`config.mk`:
```
export PLATFORM = sky130hd
export DESIGN_NAME = seq_mult_acc
export DESIGN_NICKNAME = d
export VERILOG_FILES = /design/src/rtl/mult_acc_pkg.sv /design/src/rtl/shift_add_core.sv /design/src/rtl/seq_mult_acc.sv
export SDC_FILE = /design/constraint.sdc
export NUM_CORES = 1
export LEC_CHECK = 0
export BUFFER_PORTS_ARGS = -buffer_cell sky130_fd_sc_hd__clkbuf_2
export CORE_MARGIN = 2
export CORE_UTILIZATION = 50
export DETAILED_ROUTE_END_ITERATION = 7
export PLACE_DENSITY = 0.7
export SYNTH_ARGS = -nofsm -noshare
export SYNTH_HDL_FRONTEND = slang
export SYNTH_SLANG_ARGS = --single-unit
```
`constraint.sdc`:
```
create_clock -name clk -period 3.6 [get_ports clk]
set_input_delay 0.54 -clock clk [delete_from_list [all_inputs] [get_ports clk]]
set_output_delay 0.54 -clock clk [all_outputs]
set_load 0.01 [all_outputs]
```
`src/rtl/mult_acc_pkg.sv`:
```
// Shared constants and FSM state encoding for the sequential multiply-accumulate datapath.
package mult_acc_pkg;

    localparam int unsigned DEF_WIDTH     = 8;
    localparam int unsigned DEF_ACC_WIDTH = 2 * DEF_WIDTH + 4;

    typedef enum logic [1:0] {
        IDLE = 2'd0,
        RUN  = 2'd1,
        FIN  = 2'd2
    } state_t;

endpackage

```
`src/rtl/shift_add_core.sv`:
```
// Shift-add multiplier core: one multiplier bit per step, partial product kept at full 2*WIDTH.
module shift_add_core
    import mult_acc_pkg::*;
#(
    parameter int unsigned WIDTH = DEF_WIDTH
) (
    input  logic                 clk,
    input  logic                 rst_n,
    input  logic                 load,
    input  logic                 step,
    input  logic [WIDTH-1:0]     a,
    input  logic [WIDTH-1:0]     b,
    output logic [2*WIDTH-1:0]   partial,
    output logic                 last
);

    localparam int unsigned CW = $clog2(WIDTH);

    logic [WIDTH-1:0]   a_reg;
    logic [WIDTH-1:0]   b_reg;
    logic [CW-1:0]      cnt;
    logic [2*WIDTH-1:0] addend;

    always_comb begin
        addend = '0;
        if (b_reg[0]) begin
            addend = {{WIDTH{1'b0}}, a_reg} << cnt;
        end
    end

    assign last = step && (cnt == CW'(WIDTH - 1));

    always_ff @(posedge clk or negedge rst_n) begin
        if (!rst_n) begin
            a_reg   <= '0;
            b_reg   <= '0;
            cnt     <= '0;
            partial <= '0;
        end else if (load) begin
            a_reg   <= a;
            b_reg   <= b;
            cnt     <= '0;
            partial <= '0;
        end else if (step) begin
            partial <= partial + addend;
            b_reg   <= b_reg >> 1;
            cnt     <= cnt + 1'b1;
        end
    end

endmodule

```
`src/rtl/seq_mult_acc.sv`:
```
// Sequential unsigned multiplier with load/add accumulator, sticky overflow and start/done handshake.
module seq_mult_acc
    import mult_acc_pkg::*;
#(
    parameter int unsigned WIDTH     = DEF_WIDTH,
    parameter int unsigned ACC_WIDTH = 2 * WIDTH + 4
) (
    input  logic                   clk,
    input  logic                   rst_n,
    input  logic                   start,
    input  logic                   acc_mode,
    input  logic                   clr,
    input  logic [WIDTH-1:0]       a,
    input  logic [WIDTH-1:0]       b,
    output logic                   busy,
    output logic                   done,
    output logic [2*WIDTH-1:0]     product,
    output logic [ACC_WIDTH-1:0]   acc_out,
    output logic                   ovf
);

    state_t state, state_next;

    logic                 busy_next;
    logic                 done_next;
    logic                 load;
    logic                 step;
    logic                 last;
    logic                 mode_reg;
    logic [2*WIDTH-1:0]   partial;
    logic [ACC_WIDTH-1:0] partial_ext;
    logic [ACC_WIDTH-1:0] acc_base;
    logic                 ovf_base;
    logic [ACC_WIDTH:0]   sum;
    logic [ACC_WIDTH-1:0] acc_next;
    logic                 ovf_next;

    // A new start is accepted whenever no product is being formed, including the FIN cycle.
    assign load = start && (state != RUN);
    assign step = (state == RUN);

    shift_add_core #(
        .WIDTH (WIDTH)
    ) u_core (
        .clk     (clk),
        .rst_n   (rst_n),
        .load    (load),
        .step    (step),
        .a       (a),
        .b       (b),
        .partial (partial),
        .last    (last)
    );

    always_ff @(posedge clk or negedge rst_n) begin
        if (!rst_n) begin
            state <= IDLE;
            busy  <= 1'b0;
            done  <= 1'b0;
        end else begin
            state <= state_next;
            busy  <= busy_next;
            done  <= done_next;
        end
    end

    always_comb begin
        state_next = state;
        case (state)
            IDLE:    if (start) state_next = RUN;
            RUN:     if (last)  state_next = FIN;
            FIN:     state_next = start ? RUN : IDLE;
            default: state_next = IDLE;
        endcase
        busy_next = (state_next == RUN);
        done_next = (state_next == FIN);
    end

    // clr is folded in ahead of the FIN write so a same-cycle clear leaves only the new result.
    always_comb begin
        partial_ext = {{(ACC_WIDTH - 2*WIDTH){1'b0}}, partial};
        acc_base    = clr ? '0 : acc_out;
        ovf_base    = clr ? 1'b0 : ovf;
        sum         = {1'b0, acc_base} + {1'b0, partial_ext};
        acc_next    = acc_base;
        ovf_next    = ovf_base;
        if (state == FIN) begin
            if (mode_reg) begin
                acc_next = sum[ACC_WIDTH-1:0];
                ovf_next = ovf_base | sum[ACC_WIDTH];
            end else begin
                acc_next = partial_ext;
            end
        end
    end

    always_ff @(posedge clk or negedge rst_n) begin
        if (!rst_n) begin
            mode_reg <= 1'b0;
            product  <= '0;
            acc_out  <= '0;
            ovf      <= 1'b0;
        end else begin
            if (load) begin
                mode_reg <= acc_mode;
            end
            if (state == FIN) begin
                product <= partial;
            end
            acc_out <= acc_next;
            ovf     <= ovf_next;
        end
    end

endmodule

```
# [Word level (Yosys, flattened, before mapping)]
# Cells that the tools add are included.
[totals] out_inout_bits=39 regBits=77 elab_cells=43 inputBits=21
[op_classes] add_sub_neg=3 bitwise=1 shifts=1 mux=17 n_reduce_logical=4 eq_ne=6
[ops] operator="$mux 20" n=3
[ops] operator="$mux 16" n=3
[ops] operator="$add 20x16->21" n=1
[ops] operator="$add 16x16->16" n=1
[ops] operator="$mux 8" n=2
[ops] operator="$shl 8x3->16" n=1
[ops] operator="$mux 3" n=2
[ops] operator="$pmux 2 s3" n=1
[ops] operator="$eq 2x1->1 const B" n=2
[ops] operator="$eq 2x2->1 const B" n=2
[ops] operator="$mux 1" n=4
[ops] operator="$mux 2" n=2
[ops] operator="$add 3x1->3 const B" n=1
[ops] operator="$eq 3x3->1 const B" n=1
[ops] operator="$logic_and 1x1->1" n=2
[ops] operator="$logic_not 2->1" n=1
[ops] operator="$ne 2x1->1 const B" n=1
[ops] operator="$reduce_bool 2->1" n=1
[ops] operator="$or 1x1->1" n=1

# [Depth between registers and ports, before layout]
# Gate-level depths: netlist of run 1.
[depth] depth_word=5 mapped_depth=16

# [By module]
# Synthesis of run 1 repeated with hierarchy kept, for this count alone.
[hier_totals] cells_unflattened=628 hier_area_um2=5391.4
[by_module_without_submodules] mod="seq_mult_acc" instances=1 area_per_inst_um2=2803.9 seq_area_each_um2=1051.0 cells_each=336
[by_module_without_submodules] mod="shift_add_core" instances=1 area_per_inst_um2=2587.5 seq_area_each_um2=875.8 cells_each=292

# [Worst setup path after synthesis of run 1]
# No wires, ideal clock.
[synth_timing] path_type="reg2reg" from="reg u_core.cnt[0]" to="reg u_core.partial[14]" synth_period_minus_slack_ps=2975 n_path_buf=2 stages_incl_launch_ff=15 t_arrival_ps=2843 required_ps=3468 setup_slack_ps=625 setup_ps=132 path_cell_list="dfrtp_1 clkbuf_1 buf_2 mux2i_1 nor2_1 a31oi_1 nor2_1 ha_1 a211oi_1 nor2_1 o31ai_4 a211oi_2 a311oi_2 xor2_1 o21ai_1"
[synth_between] elab_chain_len=5
[synth_rtl] item="start: declaration" line_no="shift_add_core.sv:21" source="logic [CW-1:0] cnt;"
[synth_rtl] item="start signal: assignment" line_no="shift_add_core.sv:47" source="cnt <= cnt + 1'b1;"
[synth_rtl] item="$shl 8x3->16" line_no="shift_add_core.sv:27" source="addend = {{WIDTH{1'b0}}, a_reg} << cnt;"
[synth_rtl] item="$mux 16" line_no="shift_add_core.sv:26" source="if (b_reg[0]) begin"
[synth_rtl] item="$add 16x16->16" line_no="shift_add_core.sv:45" source="partial <= partial + addend;"
[synth_rtl] item="$mux 16" line_no="shift_add_core.sv:44" source="end else if (step) begin"
[synth_rtl] item="$mux 16" line_no="shift_add_core.sv:39" source="end else if (load) begin"
[synth_rtl] item="end signal: assignment" line_no="shift_add_core.sv:45"
[synth_rtl] item="end: declaration" line_no="shift_add_core.sv:13" source="output logic [2*WIDTH-1:0] partial,"
# Every way passes these cells. The select of a mux whose other input is x is not followed.
# A chain may end at the register's enable or synchronous reset.

# [Final worst setup path of run 1]
# Ends and elaborated chain as after synthesis.

==> impl_results.md, run 1 <==
- HPWL Detailed: 8650 um
- Biggest regs: acc_out (20), product (16), u_core.partial (16)
- Register area: 1930 um^2
- Area growth syn-to-layout: 11.1%
- Mapped Nets: 640
- TritonCTS clock tree: yes
- CTS resizes: 0
- Cell repeated most along the worst path: mux2_2
- Tightest Pin Transition: 962 ps
- Ant. Diodes: 0
- Htree depth: 3
- FMAX: 300 MHz
- Fill cells: 964
- CTS Sinks: 77
- Finished Cell Area: 5670 um^2
- Core area: 9820 um^2
- Worst setup margin: 262 ps
- I/O pin total: 60
- Biggest register: acc_out
- WP data required: 3830 ps
- Outcome: completed
- Number of synthesized flops with an enable pin: 0
- Clock Skews: 9.20 ps
- Slew margin rel.: 0.359
- Setup CP Type: register to register
- Leakage power: 2.69 nW
- Final Hold Vio Count: 0
- Remaining Overflow, GRT: 0
- Post-cts hold buffer count: 0
- Setup crit end: u_core.partial[14]
- CTS Root Cell: clkbuf_8
- FF-to-FF Start: u_core.cnt[0]
- Die footprint: 11000 um^2
- Post-synthesis cell count: 584
- Die X: 105 um
- Worst Setup SP: u_core.cnt[0]
- DRT antenna net count: 0
- Worst R2R End: u_core.partial[14]
- CP delay by family, top: compound AO/OA/AOI/OAI gates
- DR pass1 iterations: 5
- Crit share post-route: 0.927
- RSZ-0062 raised after global routing: no
- Slew Viols, Final: 0
- Yosys cell types: 60
- R2R Setup Slk: 260 ps
- GRT Total Usage: 0.224
- Largest net degree at the start of global routing: 78
- Place WS: 359 ps
- I/O Buffers: 59
- Yosys warnings: 0
- Placed Cells incl. Taps: 755
- CP Buf/Inv Count: 0
- Netlist Area Pre-Place: 5100 um^2
- Non-filler cells, final: 771
- Fraction of layout cells with a size suffix above 1: 0.176
- Slowest stage delay, CP: 680 ps
- Via/cell ratio: 5.69
- Power Dens Cells: 673 nW/um^2
- Clk pin slew, worst setup/hold paths: 80 ps
- Die height: 105 um
- Drc violations: 0
- Hold WC Path Type: input pin to asynchronous set/reset pin
- Setup TNS: 0 ps
- Site Rows: 36
- Final setup viols: 0
- Wire length per cell: 15.2 um
- Post-layout min period: 3340 ps
- Crit path max fanout: 15
- Critical path cell sequence: mux2_2, mux2_2, o211a_1, ha_1, a2111oi_1, a211oi_2, a311oi_2, xor2_1, o21ai_1
- CTS Buffer Depth: 2
- Slowest cell on the critical path: dfrtp_1
- Clock Latency Late Sink: 360 ps
- Max FFs per register: 20
- Startpoint Class: register
- Number of cells on the critical path: 9
- Multi-input combinational cell area: 3010 um^2
- First-pass GRT wire length: 20200 um
- Initial core utilization: 0.519
- Async SR Flop Fraction: 1.00
- Most common flop cell mapped by yosys: dfrtp_1
- Max-Cap Viols: 0
- Register area share after synthesis: 0.378
- Total number of vias: 4389
- Initial antenna violation count: 0
- Worst Reg-to-Reg Cells: 9
- CP endpoint kind: register
- Worst path arrival time: 3570 ps
- Cell Area, Placed: 5490 um^2
- Post-CTS Repair Setup Buffers: 0
- Yosys reg bits: 77
- Syn Area/Cell: 8.73 um^2
- Nets: 689
- DRT iter0 DRCs: 190
- WL final: 11800 um
- Vias in the first global route: 4192
- Total clock buffers created by CTS: 9
- Worst VDD drop: 372 uV
- Final RePlAce weighted congestion: 0.894
worst register-to-register path, stage by stage (launching register included):
cell and delay [ps]:
dfrtp_1 680, mux2_2 420, mux2_2 290, o211a_1 220, ha_1 230, a2111oi_1 630
a211oi_2 180, a311oi_2 320, xor2_1 180, o21ai_1 70
kinds of logic after synthesis:
family,Yosys count,synth area share
fa+ha+maj,35,0.0889
flops,77,0.378
compound gates,158,0.196
buf+inv,39,0.0319
simple gates,222,0.202
xor+xnor,18,0.0309
mux,35,0.0724
layout make-up:
type / count / share of cell area
clock inverter: 6 / 0.00640
timing repair buffer: 65 / 0.0605
clock buffer: 10 / 0.0243
multi-input combinational: 468 / 0.531
tap: 133 / 0.0294
sequential: 77 / 0.340
inverter: 12 / 0.00795
worst min path at each step:
stage                      startpoint  cells past startpoint              end
final                           rst_n                      1      acc_out[17]
after global routing             a[3]                      2  u_core.a_reg[3]
after CTS                       rst_n                      1      acc_out[17]
after detailed placement   product[9]                      2       product[9]
after global placement    product[15]                      2      product[15]
after floorplan                 rst_n                      0       acc_out[0]
metrics by stage:
stage          hold slack, ps  total power [W]  utilization
2_1_floorplan             244          0.00275            -
3_3_place_gp              459          0.00316        0.559
3_5_place_dp              462          0.00322        0.559
4_1_cts                   358          0.00384        0.577
5_1_grt                   393          0.00415        0.577
6_report                  333          0.00381        0.577
synthesized netlist by cell type, types with 3 or more instances:
| cell type | n | share of area |
|---|---|---|
| nand3_1 | 22 | 0.022 |
| inv_1 | 11 | 0.0081 |
| o21a_1 | 5 | 0.0074 |
| or3_1 | 3 | 0.0037 |
| nand2_1 | 98 | 0.072 |
| nor2_1 | 36 | 0.027 |
| clkbuf_1 | 23 | 0.017 |
| nor2b_1 | 27 | 0.033 |
| a21o_1 | 5 | 0.0074 |
| a21oi_1 | 46 | 0.045 |
| nand2b_1 | 6 | 0.0074 |
| xor2_1 | 8 | 0.014 |
| and3_1 | 8 | 0.0098 |
| o21ai_0 | 40 | 0.039 |
| xnor2_1 | 10 | 0.017 |
| and2_1 | 3 | 0.0037 |
| mux2i_1 | 20 | 0.039 |
| dfrtp_1 | 77 | 0.38 |
| mux2_2 | 14 | 0.031 |
| o21ai_1 | 14 | 0.014 |
| a31oi_1 | 6 | 0.0074 |
| a211oi_1 | 9 | 0.013 |
| nor3_1 | 8 | 0.0079 |
| ha_1 | 33 | 0.081 |
power by group:
| part | total [W] | switching [W] | internal, W |
|---|---|---|---|
| Sequential | 0.00146 | 0.000329 | 0.00113 |
| Combinational | 0.00175 | 0.000989 | 0.000763 |
| Clock | 0.000598 | 0.000331 | 0.000267 |
cell usage in the layout (no fill, tap or decap), types with 3 or more instances in the layout:
cell / n
nand2_1: 98
dfrtp_1: 77
clkbuf_2: 58
a21oi_1: 46
o21ai_0: 40
nor2_1: 36
ha_1: 33
nor2b_1: 26
nand3_1: 22
mux2i_1: 20
mux2_2: 14
o21ai_1: 14
inv_1: 11
xnor2_1: 10
clkbuf_8: 10
a211oi_1: 9
nor3_1: 8
and3_1: 8
xor2_1: 8
buf_4: 7
nand2b_1: 6
a31oi_1: 6
o21a_1: 5
a21o_1: 5
clkinv_2: 4
and2_1: 3
or3_1: 3
per-layer routing:
| layer | track usage | wire (um) | vias up |
|---|---|---|---|
| li1 | - | - | 2165 |
| met1 | 0.301 | 5380 | 2089 |
| met2 | 0.369 | 5560 | 118 |
| met3 | 0.0449 | 645 | 17 |
| met4 | 0.0629 | 172 | 0 |
| met5 | 0 | 0 | - |
No activity file was read; power rests on OpenSTA's default activity.
==> inputs of run 2 (changes only) <==
- SYNTH_HIERARCHICAL: not set -> 1
==> run 2 against run 1 <==
  * Fmax grew 5.4%
  * Sequential cell count is the same
  * Global-route usage grew 1.4 points
  * Clock-buffer cell count grew 1
  * Synthesized area grew 5.8%
  * Power grew 10%
  * Cell count grew 5.7%
  * Wire length grew 10%
  * Utilization shrank 0.13 points
  * Clock power grew 11%
  * Die area grew 5.5%
  * Hold slack lost 4.4 ps
  * Critical path type unchanged
  * Largest cell class unchanged
  * Highest routed layer unchanged
==> impl_results.md, run 2 <==
- Clk pin slew, worst setup/hold paths: 90 ps (about the same)
- Core area: 10400 um^2 (+6.1%)
- Fill cells: 984 (+2.1%)
- WL final: 13000 um (+10%)
- TritonCTS clock tree: yes
- Post-synthesis cell count: 628 (+7.5%)
- Setup crit end: u_core/partial[13]
- Worst VDD drop: 505 uV (+36%)
- DRT iter0 DRCs: 304 (+60%)
- Area leader, netlist: dfrtp_1
- Biggest register: acc_out
- Site Rows: 37 (+2.8%)
- Worst Setup SP: u_core/cnt[1]
- Max-Cap Viols: 0 (unchanged)
- DR pass1 iterations: 4 (-1)
- Number of synthesized flops with an enable pin: 0 (unchanged)
- Total number of vias: 4796 (+9.3%)
- Startpoint Class: register
- Vias in the first global route: 4801 (+15%)
- Biggest regs: acc_out (20), product (16), u_core/partial (16)
- Tightest Pin Transition: 972 ps (+9.75 ps)
- Final RePlAce weighted congestion: 0.975 (+9.1%)
- Clock Skews: 12.5 ps (+3.34 ps)
- Total clock buffers created by CTS: 9 (unchanged)
- Slew margin rel.: 0.352 (-0.00650)
- Yosys cell types: 68 (+13%)
- R2R Setup Slk: 430 ps (+170 ps)
- Worst R2R End: u_core/partial[13]
- Sw Pwr: 0.00184 W (+12%)
- Combinational fraction of design power: 0.499 (+0.039)
- Syn Area/Cell: 8.59 um^2 (-1.6%)
- Netlist Area Pre-Place: 5390 um^2 (+5.8%)
- Top-area cell type share of the netlist area: 0.357 (-0.0206)
- Area growth syn-to-layout: 11.2% (about the same)
- Crit path max fanout: 11 (-4)
- Place WS: 394 ps (+35.1 ps)
- Hold WC Path Type: input pin to asynchronous set/reset pin
- Yosys warnings: 6 (+6)
- Clock power frac: 0.157 (about the same)
- Outcome: completed
- Slowest cell on the critical path: dfrtp_2
- Critical path cell sequence: mux2_2, o21ai_0, o21ai_0, and2_1, ha_1, a21o_1, a31oi_1, a211oi_1, or2_2, o311ai_0
- CTS Sinks: 77 (unchanged)
- Wire length per cell: 15.9 um (+4.4%)
- CTS Buffer Depth: 2 (unchanged)
- First-pass GRT wire length: 22400 um (+11%)
- Crit share post-route: 0.879 (-0.0479)
- Worst setup margin: 434 ps (+172 ps)
- Die footprint: 11600 um^2 (+5.5%)
- Clock Latency Late Sink: 360 ps (about the same)
- Fraction of layout cells with a size suffix above 1: 0.172 (-0.00324)
- Commonest non-fill, non-tap cell in the layout: nand2_1
- Htree depth: 3 (unchanged)
- I/O pin total: 60 (unchanged)
- FF-to-FF Start: u_core/cnt[1]
- HPWL Detailed: 9450 um (+9.2%)
- Initial antenna violation count: 0 (unchanged)
- Cell repeated most along the worst path: o21ai_0
- Slew Viols, Final: 0 (unchanged)
- RSZ-0062 raised after global routing: no
- Ant. Diodes: 0 (unchanged)
- Slowest stage delay, CP: 500 ps (-180 ps)
- Worst Reg-to-Reg Cells: 10 (+1)
- Initial core utilization: 0.518 (-0.00152)
- WP data required: 3830 ps (about the same)
- Most common flop cell mapped by yosys: dfrtp_1
- DRT antenna net count: 0 (unchanged)
- Power Dens Cells: 701 nW/um^2 (+4.2%)
- CTS Root Cell: clkbuf_8
- Register area share after synthesis: 0.357 (-0.0206)
- Max FFs per register: 20 (unchanged)
- Synth top cells by count: nand2_1 (103), dfrtp_1 (77), nor2_1 (46), o21ai_0 (42), a21oi_1 (41)
- Nets: 730 (+6.0%)
- Largest net degree at the start of global routing: 78 (unchanged)
- Internal: 0.00236 W (+9.3%)
- GRT Total Usage: 0.239 (+0.0144)
- Remaining Overflow, GRT: 0 (unchanged)
- Leading cell types in the layout, fill and taps excluded: nand2_1 (103), dfrtp_1 (76), clkbuf_2 (58)
- Final setup viols: 0 (unchanged)
- Die height: 108 um (+2.7%)
- Seq pwr share: 0.344 (-0.039)
- I/O Buffers: 59 (unchanged)
- Setup TNS: 0 ps (unchanged)
- Async SR Flop Fraction: 1.00 (unchanged)
- Mapped Nets: 684 (+6.9%)
- Yosys reg bits: 77 (unchanged)
- CP endpoint kind: register
- Die X: 108 um (+2.7%)
- Worst path arrival time: 3400 ps (-170 ps)
- Tightest hold margin: 329 ps (-4.42 ps)
- Synth area leaders: dfrtp_1 (36%), ha_1 (7.7%), nand2_1 (7.2%), mux2i_1 (5.6%), o21ai_0 (3.9%)
- Drc violations: 0 (unchanged)
- FMAX: 316 MHz (+5.4%)
- Final Hold Vio Count: 0 (unchanged)
- Setup CP Type: register to register
- Most frequent cell after synthesis: nand2_1
- Net switching share of the total power: 0.438 (+0.00522)
- Post-layout min period: 3170 ps (-172 ps)
- Leakage power: 2.94 nW (+9.0%)
- Via/cell ratio: 5.88 (+3.4%)
-- run 2: changes by cell type in the layout (fill, tap and decap cells not counted), sizes merged, moves of 6 or more --
cell / previous run / this run
a21oi: 48 / 41
mux2i: 20 / 30
o21ai: 54 / 45
o211ai: 3 / 9
nand3: 22 / 14
nor2: 37 / 47
-- run 2: repair_timing --
item | CTS | global route
buffers inserted | 0 | 0
setup endpoints to repair | 0 | 1
resized for setup | 0 | 1
hold buffers | 0 | 0
-- run 2: cell type report --
class,count,area (um^2),share of cell area
clock buffers,11,141,0.0236
repair buffers,67,358,0.0597
well taps,136,170,0.0284
inverters,14,52.6,0.00876
flip-flops and latches,77,1930,0.322
multi-input cells,505,3300,0.550
clock inverters,5,50.0,0.00835
-- run 2: worst min-delay path by stage --
stage                             end  depth (start not counted)  slack [ps]   startpoint
after global routing         mode_reg                          3         410     acc_mode
final                      acc_out[1]                          1         330        rst_n
after floorplan            acc_out[0]                          0         240        rst_n
after global placement    product[11]                          2         460  product[11]
after CTS                  acc_out[1]                          1         360        rst_n
after detailed placement  product[14]                          2         460  product[14]
-- run 2: critical path, delay by kind of cell (launching register included) --
kind	cells	cell delay [ps]
AO/OA/AOI/OAI	6	1300
AND/OR/NAND/NOR	2	500
multiplexers	1	370
flip-flops	1	500
adder cells (fa/ha/maj)	1	370
-- run 2: kinds of logic (layout without fill, tap and decap cells) --
kind of cell / count (synthesis) / count (layout) / share of synthesized area
and+or+nand+nor: 261 / 261 / 0.236
AOI/OAI and AO/OA: 150 / 150 / 0.179
DFF: 77 / 77 / 0.357
muxes: 46 / 46 / 0.0891
buffers and inverters: 46 / 97 / 0.0336
adders and majority gates: 35 / 35 / 0.0840
xor gates and xnor gates: 13 / 13 / 0.0211
-- run 2: power groups by stage --
| stage | Combinational, W | Clock [W] | Sequential, W |
|---|---|---|---|
| after floorplan | 0.00163 | 0 | 0.00135 |
| after global placement | 0.00201 | 0 | 0.00144 |
| after detailed placement | 0.00207 | 0 | 0.00146 |
| after CTS | 0.00208 | 0.000679 | 0.00144 |
| after global routing | 0.00234 | 0.000719 | 0.00149 |
| final | 0.00210 | 0.000661 | 0.00145 |
-- run 2: routing by layer --
metal	wire length, um	GRT usage
met5	0	0
met1	5700	0.299
met4	301	0.0971
met3	566	0.0291
met2	6400	0.416
-- run 2: through the flow --
stage | util | area (um^2) | instances | total power, W
5_1_grt | 0.576 | 6000 | 815 | 0.00455
6_report | 0.576 | 6000 | 815 | 0.00420
3_3_place_gp | 0.557 | 5800 | 799 | 0.00345
2_1_floorplan | - | 5390 | 628 | 0.00298
3_5_place_dp | 0.557 | 5800 | 799 | 0.00354
4_1_cts | 0.575 | 5990 | 815 | 0.00421
==> inputs of run 3 (changes only) <==
- ABC_AREA: not set -> 1
==> run 3 against run 2 <==
  * Critical path depth increased by 2
  * Critical path type unchanged
  * Synthesized cell count increased by 35%
  * Cell count increased by 28%
  * Design area increased by 5.4%
  * Largest cell class unchanged
==> impl_results.md, run 3 <==
- Outcome: completed
- Cell Area, Placed: 6040 um^2 (+4.1%)
- Max FFs per register: 20 (unchanged)
- Clk pin slew, worst setup/hold paths: 60 ps (-30 ps)
- Clock power frac: 0.210 (+0.053)
- Synth area leaders: dfrtp_1 (34%), nand2_1 (20%), inv_1 (8.0%), ha_1 (7.3%), nand3_1 (5.2%)
- Final setup viols: 0 (unchanged)
- Drc violations: 0 (unchanged)
- Critical path cell sequence: o21ai_0, o21ai_0, o22ai_1, ha_1, nand2_1, inv_2, nand2_1, nand2_1, a21oi_1, nand3b_1, nand3_1, nand2_1
- Clock Skews: 7.73 ps (-4.81 ps)
- Most common flop cell mapped by yosys: dfrtp_1
- Sw Pwr: 0.00182 W (-1.1%)
- Setup crit end: u_core/partial[13]
- I/O pin total: 60 (unchanged)
- R2R Setup Slk: 1080 ps (+650 ps)
- Fill cells: 1097 (+11%)
- Finished Cell Area: 6320 um^2 (+5.4%)
- Initial antenna violation count: 0 (unchanged)
- Fraction of layout cells with a size suffix above 1: 0.140 (-0.0318)
- CP delay by family, top: compound AO/OA/AOI/OAI gates
- Seq pwr share: 0.336 (-0.008)
- Max-Cap Viols: 0 (unchanged)
- Commonest non-fill, non-tap cell in the layout: nand2_1
- Register area: 1930 um^2 (about the same)
- Yosys warnings: 6 (unchanged)
- Via/cell ratio: 5.01 (-15%)
- Number of synthesized flops with an enable pin: 0 (unchanged)
- Nets: 955 (+31%)
- Site Rows: 38 (+2.7%)
- Worst Setup SP: u_core/cnt[0]
- Die X: 110 um (+2.4%)
- CTS Root Cell: clkbuf_16
- Area leader, netlist: dfrtp_1
- FMAX: 397 MHz (+26%)
- Vias in the first global route: 5113 (+6.5%)
- Htree depth: 3 (unchanged)
- Setup CP Type: register to register
- Netlist Area Pre-Place: 5660 um^2 (+5.0%)
- DRT antenna net count: 0 (unchanged)
- Crit path max fanout: 19 (+8)
- Worst Reg-to-Reg Cells: 12 (+2)
- Core area: 10900 um^2 (+5.0%)
- Worst VDD drop: 403 uV (-20%)
- Remaining Overflow, GRT: 0 (unchanged)
- WL final: 13600 um (+4.5%)
- CTS Buffer Depth: 2 (unchanged)
- Setup TNS: 0 ps (unchanged)
- Biggest regs: acc_out (20), product (16), u_core/partial (16)
- Die height: 110 um (+2.4%)
- First-pass GRT wire length: 23300 um (+4.0%)
- Yosys reg bits: 77 (unchanged)
- TritonCTS clock tree: yes
- Final Hold Vio Count: 0 (unchanged)
- Placed Cells incl. Taps: 1028 (+29%)
- Slew margin rel.: 0.372 (+0.0201)
- Startpoint Class: register
- Mapped Nets: 904 (+32%)
- Slowest stage delay, CP: 660 ps (+160 ps)
- Register area share after synthesis: 0.340 (-0.0171)
- Post-cts hold buffer count: 0 (unchanged)
- Number of cells on the critical path: 12 (+2)
- FF-to-FF Start: u_core/cnt[0]
- Net switching share of the total power: 0.447 (+0.00936)
- CTS resizes: 0 (unchanged)
- Worst R2R End: u_core/partial[13]
- GRT Total Usage: 0.231 (-0.00789)
- Initial core utilization: 0.518 (about the same)
- I/O Buffers: 59 (unchanged)
- Ant. Diodes: 0 (unchanged)
- Die footprint: 12200 um^2 (+4.9%)
- WP data required: 3830 ps (about the same)
- Cell repeated most along the worst path: nand2_1
- Leakage power: 3.54 nW (+21%)
- RSZ-0062 raised after global routing: no
- Area growth syn-to-layout: 11.6%
- Worst path arrival time: 2740 ps (-660 ps)
- Async SR Flop Fraction: 1.00 (unchanged)
- Clock Latency Late Sink: 340 ps (-20 ps)
- Post-layout min period: 2520 ps (-649 ps)
- HPWL Detailed: 10300 um (+9.5%)
- DR pass1 iterations: 5 (+1)
- Wire length per cell: 13.0 um (-18%)
- Total clock buffers created by CTS: 9 (unchanged)
- Top-area cell type share of the netlist area: 0.340 (-0.0171)
- Synth top cells by count: nand2_1 (297), inv_1 (121), dfrtp_1 (77), nand3_1 (59), nor2_1 (57)
- Crit share post-route: 0.699 (-0.180)
- CP endpoint kind: register
- Tightest Pin Transition: 942 ps (-30.1 ps)
- Multi-input combinational cell area: 3100 um^2 (-5.9%)
- Post-CTS Repair Setup Buffers: 0 (unchanged)
- Power Dens Cells: 644 nW/um^2 (-8.1%)
- Post-synthesis cell count: 848 (+35%)
- Final RePlAce weighted congestion: 0.952 (-2.3%)
- Most frequent cell after synthesis: nand2_1
- CP Buf/Inv Count: 1 (+1)
- CTS Sinks: 77 (unchanged)
- Syn Area/Cell: 6.68 um^2 (-22%)
- Non-filler cells, final: 1044 (+28%)
- Hold WC Path Type: input pin to asynchronous set/reset pin
- Core Util, Final: 0.578 (+0.00230)
- Slew Viols, Final: 0 (unchanged)
- Biggest register: acc_out
- Combinational fraction of design power: 0.454 (-0.045)
- Slowest cell on the critical path: dfrtp_1
- Leading cell types in the layout, fill and taps excluded: nand2_1 (297), inv_1 (121), dfrtp_1 (77)
- Largest net degree at the start of global routing: 78 (unchanged)
- DRT iter0 DRCs: 251 (-17%)
- Total number of vias: 5234 (+9.1%)
- Yosys cell types: 37 (-46%)
- Internal: 0.00225 W (-4.8%)
==> run 3: cell count changes in the layout (fill, tap and decap cells not counted), moves of 15 or more <==
cell | before | now
nand2_1 | 103 | 297
inv_1 | 12 | 121
nand3_1 | 14 | 59
mux2i_1 | 30 | 1
nor2b_1 | 20 | 0
nand2_2 | 0 | 18
a21oi_1 | 41 | 25
mux2_2 | 15 | 0
==> run 3: metrics by stage <==
step,power (W),worst slack [ps],hold WS [ps]
6_report,0.00407,1080,348
5_1_grt,0.00445,837,415
4_1_cts,0.00409,1130,392
3_5_place_dp,0.00323,843,469
3_3_place_gp,0.00319,933,468
2_1_floorplan,0.00276,1380,244
==> run 3: area by class of cell <==
cell class                 instances  share of cell area
sequential                        77               0.305
tap                              140              0.0277
timing repair buffer              64              0.0531
multi-input combinational        613               0.491
inverter                         134              0.0800
clock inverter                     6             0.00752
clock buffer                      10              0.0362
==> run 3: power by group through the flow <==
stage / clock [W] / combinational, W / sequential, W
floorplan: 0 / 0.00148 / 0.00128
global route: 0.000915 / 0.00212 / 0.00141
CTS: 0.000871 / 0.00185 / 0.00137
detailed placement: 0 / 0.00184 / 0.00138
global placement: 0 / 0.00182 / 0.00137
finish: 0.000855 / 0.00185 / 0.00137
==> run 3: worst min path at each step <==
stage	startpoint	to	cells after the start
floorplan	rst_n	acc_out[0]	0
global placement	u_core/b_reg[5]	u_core/b_reg[5]	2
detailed placement	product[6]	product[6]	2
CTS	rst_n	product[3]	1
global route	a[4]	u_core/a_reg[4]	3
finish	rst_n	acc_out[3]	1
==> run 3: kinds of logic (layout without fill, tap and decap cells) <==
logic type	Yosys count	count (layout)	synth area share
and+or+nand+nor	466	466	0.353
xor gates and xnor gates	11	11	0.0170
DFF	77	77	0.340
muxes	1	1	0.00177
buffers and inverters	158	214	0.113
AOI/OAI and AO/OA	100	100	0.0955
adders and majority gates	35	35	0.0800
==> run 3: routing by layer <==
layer | track usage | share of wire | vias up
met4 | 0.0683 | 0.018 | 0
li1 | - | - | 2754
met1 | 0.291 | 0.45 | 2362
met2 | 0.410 | 0.49 | 97
met5 | 0 | 0 | -
met3 | 0.0346 | 0.033 | 21
